File: src/rtl/interrupt_request_register_sync.sv
// Interrupt request register: per-channel synchroniser, edge/level detection,
// pending hold, output freeze and sticky edge-overrun flags.

module irr_lane #(
  parameter int SYNC_STAGES = 2
) (
  input  logic clock,
  input  logic reset_n,
  input  logic pin,
  input  logic level_mode,
  input  logic clear,
  input  logic freeze,
  output logic irr_next,
  output logic irr,
  output logic overrun
);

  logic [SYNC_STAGES-1:0] sync_q;
  logic prev_q, pend_q, mode_q, irr_q, ovr_q;
  logic pend_d, irr_d, ovr_d;
  logic sync, edge_ev, kill;

  always_comb begin
    sync    = sync_q[SYNC_STAGES-1];
    edge_ev = sync & ~prev_q;
    // A mode change behaves like a clear so stale state never crosses modes.
    kill    = clear | (level_mode ^ mode_q);
    pend_d  = 1'b0;
    ovr_d   = ovr_q;
    irr_d   = irr_q;
    if (kill) begin
      pend_d = 1'b0;
      ovr_d  = 1'b0;
      irr_d  = 1'b0;
    end else begin
      if (level_mode) begin
        pend_d = sync;
      end else begin
        pend_d = pend_q | edge_ev;
        if (edge_ev && pend_q) ovr_d = 1'b1;
      end
      if (!freeze) irr_d = pend_d;
    end
  end

  always_ff @(posedge clock or negedge reset_n) begin
    if (!reset_n) begin
      sync_q <= '0;
      prev_q <= 1'b0;
      pend_q <= 1'b0;
      mode_q <= 1'b0;
      irr_q  <= 1'b0;
      ovr_q  <= 1'b0;
    end else begin
      sync_q <= {sync_q[SYNC_STAGES-2:0], pin};
      prev_q <= sync;
      pend_q <= pend_d;
      mode_q <= level_mode;
      irr_q  <= irr_d;
      ovr_q  <= ovr_d;
    end
  end

  assign irr_next = irr_d;
  assign irr      = irr_q;
  assign overrun  = ovr_q;

endmodule

module interrupt_request_register_sync #(
  parameter int NUM_IR      = 8,
  parameter int SYNC_STAGES = 2
) (
  input  logic              clock,
  input  logic              reset_n,
  input  logic [NUM_IR-1:0] ir_req_pin,
  input  logic [NUM_IR-1:0] level_mode,
  input  logic [NUM_IR-1:0] clear_ir_line,
  input  logic              freeze_irr,
  output logic [NUM_IR-1:0] interrupt_req_reg,
  output logic              pending_any,
  output logic [NUM_IR-1:0] edge_overrun
);

  logic [NUM_IR-1:0] irr_next;
  logic              pend_any_q;

  for (genvar i = 0; i < NUM_IR; i++) begin : g_lane
    irr_lane #(.SYNC_STAGES(SYNC_STAGES)) u_lane (
      .clock      (clock),
      .reset_n    (reset_n),
      .pin        (ir_req_pin[i]),
      .level_mode (level_mode[i]),
      .clear      (clear_ir_line[i]),
      .freeze     (freeze_irr),
      .irr_next   (irr_next[i]),
      .irr        (interrupt_req_reg[i]),
      .overrun    (edge_overrun[i])
    );
  end

  // Built from the next output value so it lines up with interrupt_req_reg.
  always_ff @(posedge clock or negedge reset_n) begin
    if (!reset_n) pend_any_q <= 1'b0;
    else          pend_any_q <= |irr_next;
  end

  assign pending_any = pend_any_q;

endmodule

File: config.mk
export PLATFORM = sky130hd
export DESIGN_NAME = interrupt_request_register_sync
export DESIGN_NICKNAME = d
export VERILOG_FILES = /design/src/rtl/interrupt_request_register_sync.sv
export SDC_FILE = /design/constraint.sdc
export NUM_CORES = 1
export LEC_CHECK = 0
export ABC_AREA = 1
export BUFFER_PORTS_ARGS = -buffer_cell sky130_fd_sc_hd__clkbuf_2
export CAP_MARGIN = 20
export CORE_MARGIN = 10
export CORE_UTILIZATION = 48
export CTS_CLUSTER_DIAMETER = 60
export CTS_CLUSTER_SIZE = 14
export DETAILED_ROUTE_END_ITERATION = 7
export PLACE_DENSITY_LB_ADDON = 0.1
export SLEW_MARGIN = 10
export SYNTH_ARGS = -nofsm -noshare
export SYNTH_HDL_FRONTEND = slang
export SYNTH_SLANG_ARGS = --single-unit
export TNS_END_PERCENT = 5
File: constraint.sdc
create_clock -name clock -period 1 [get_ports clock]
set_input_delay 0.05 -clock clock [delete_from_list [all_inputs] [get_ports clock]]
set_output_delay 0.05 -clock clock [all_outputs]
set_load 0.005 [all_outputs]
==> flow_summary.yaml <==
worst_setup_path:
  critPathLaunch: "g_lane[0].u_lane.prev_q"
  arrival_ns: 1.26
  reg2regPathDepth: 7
  cp_num_buf_inv: 1
  reg2reg_to: "pending_any"
  endpoint: "pending_any"
  reg2reg_slack_ns: -0.04
  startpoint_type: "flip-flop"
  critPathSlowestCell: "dfrtp_1"
  critPathKind: "flip-flop to flip-flop"
  rr_startpoint: "g_lane[0].u_lane.prev_q"
  end_kind: "flip-flop"
  path_max_fanout: 2
  required_ns: 1.22
  critPathTopFamily: "simple AND/OR/NAND/NOR gates"
  max_stage_delay_ns: 0.33
  cpMostUsedCell: "nand2_1"
  path_cells: "inv_1 -> o21ai_1 -> nand3_1 -> nand2_1 -> nand2_1 -> nor2_1 -> nand2_1"
  path_depth: 7
final_layout:
  num-nets-final: 318
  mostFrequentLayoutCells: "dfrtp_1, clkbuf_2, nand2_1, inv_1, nor2_1"
  antennaDiodeCount: 0
  layoutNonFillerInstCount: 348
  drive_above_1_share: 0.3108
  nFillCells: 359
  multiInputGateArea_um2: 509.2
  areaGrowthSynthToFinish_pct: 31.01
  layout_commonest_cell: "dfrtp_1"
  regArea_um2: 1426
  post-route-util: 0.6550
synthesis:
  yosysTopAreaCell: "dfrtp_1"
  synth_cell_type_count: 17
  synth-seq-area-share: 0.6463
  netlist_instances: 220
  synth_area_leaders: "dfrtp_1, nand2_1, inv_1"
  ys_ff_latch: 57
  post_synth.cell_area_avg_um2: 10.03
  syn-cell-area_um2: 2207
  synth_nets: 247
  synth.top_cell.area_share: 0.6463
  synth_warnings: 0
pwr:
  power_density_nw_per_um2: 1763
  power_mw: 5.097
  ir_drop_mv: 1.631
  power.leakage_nw: 1.559
route:
  drcViolationCount: 0
  dr_wl_met3_um: 306
  routed_wire_length_per_instance_um: 11.66
  drt_wl_total_um: 4057
  routed_via_density: 4.506
  vias: 1568
  met1_length_um: 1880
  met2WireLength_um: 1824
  highest_layer: "met4"
  drt-pass1-iter-count: 4
  ant_nets: 0
  dr.first_iter.drc_count: 53
placed_design:
  pre_cts_slack_ns: -0.09855
  io_buffers: 43
  dpl.cell_count: 314
  post-dp-hpwl_um: 2846
  gp_congestion: 0.7382
floorplanning:
  rows: 24
  fp.dieH_um: 87.81
  fp.dieW_um: 87.81
  initial_utilization: 0.5000
  die_area_um2: 7711
  core_um2: 4414
  ios: 44
global_routing:
  grt_max_degree: 58
  grt_pass1_vias: 1680
  grt_first_pass_wirelength_um: 7238
  overflow: 0
  antenna_found_initial: 0
  grtUsageTotal: 0.1189
clock_tree:
  cts_made_buffers: 9
  cts.sinks: 57
  clock_latency_ns: 0.32
  htreeDepth: 3
  tritoncts: "built"
  root_buffer: "clkbuf_8"
  cts_buffer_depth: 2
  cts.clk_slew.worst_paths_ns: 0.06
sta:
  rsz0062_at_grt: "yes"
  max-slew-margin-rel: 0.8001
  period_needed_ns: 1.041
  finalCritPeriodShare: 1.041
  setup_viol: 1
  hold_viol_final: 0
  slew_viol_final: 0
  skew_ns: 0.003792
  fmax_mhz: 960.9
  worstMarginPinSlew_ns: 0.2994
  setup_slack_ns: -0.04066
outcome:
  outcome: "complete, but fails checks"
  violations: "setup timing"
run:
  maxCapViolCount: 0
min_path:
  hold_class: "input port to flip-flop"
-- state kept, by name, indices dropped and copies added (netlist names) --
signal                 flops
g_lane.u_lane.prev_q       8
g_lane.u_lane.overrun      8
g_lane.u_lane.sync_q      16
g_lane.u_lane.mode_q       8
g_lane.u_lane.pend_q       8
pending_any                1
g_lane.u_lane.irr          8
-- worst reg2reg max path, delay by kind of cell (launching register included) --
kind                   cells  cell delay (ns)
buffers and inverters      1             0.05
flip-flops                 1             0.33
AND/OR/NAND/NOR            5             0.40
AO/OA/AOI/OAI              1             0.16
-- through the flow --
| stage | hold WS [ns] | setup TNS (ns) | cell area [um2] |
|---|---|---|---|
| floorplan | -0.2456 | 0 | 2207 |
| global placement | 0.07903 | -0.06246 | 2485 |
| detailed placement | 0.08111 | -0.09855 | 2485 |
| CTS | 0.04092 | -0.04678 | 2877 |
| global route | 0.07668 | -0.2800 | 2892 |
| finish | 0.06411 | -0.04066 | 2892 |
-- synth_stat cells (all sizes together) --
library cell / number
a31oi: 1
nand2: 38
inv: 42
nand3: 8
nand4: 7
nand3b: 7
o21ai: 7
a21oi: 15
buf: 17
nor2: 21
dfrtp: 57
-- worst min-delay path by stage --
stage,start,to,slack [ns],depth (start not counted)
5_1_grt,level_mode[1],g_lane[1].u_lane.pend_q,0.08,4
3_3_place_gp,reset_n,g_lane[0].u_lane.overrun,0.08,2
4_1_cts,level_mode[4],g_lane[4].u_lane.overrun,0.04,4
6_report,level_mode[1],g_lane[1].u_lane.pend_q,0.06,4
2_1_floorplan,reset_n,g_lane[0].u_lane.irr,-0.25,0
3_5_place_dp,reset_n,g_lane[0].u_lane.overrun,0.08,2
-- layer usage --
layer	up-vias	global-route usage
li1	808	-
met1	719	0.1401
met2	35	0.1799
met3	6	0.05664
met4	0	0.05507
met5	-	0
-- what timing repair did --
action,4_1_cts,5_1_grt
hold buffers,17,0
pin swaps,1,0
buffers inserted,1,0
resized for setup,3,4
endpoints found under the setup margin,1,6
hold endpoints to repair,73,0
-- logic make-up after synthesis --
| kind of cell | after synthesis | synth area share |
|---|---|---|
| AOI/OAI and AO/OA | 23 | 0.05442 |
| buffers and inverters | 59 | 0.1327 |
| and+or+nand+nor | 81 | 0.1667 |
| DFF | 57 | 0.6463 |
-- where the power goes --
part	switching [mW]	internal [mW]	leakage (nW)
logic	0.232	0.222	0.741
registers	0.0479	2.41	0.712
clock network	0.829	1.35	0.107
-- final cells by class --
cell class / instances / share of cell area
tap: 52 / 0.02250
timing repair buffer: 77 / 0.1817
clock inverter: 2 / 0.01212
sequential: 57 / 0.4933
clock buffer: 14 / 0.05971
multi-input combinational: 104 / 0.1761
inverter: 42 / 0.05452
Note: power is estimated with default switching activity, not from simulation.
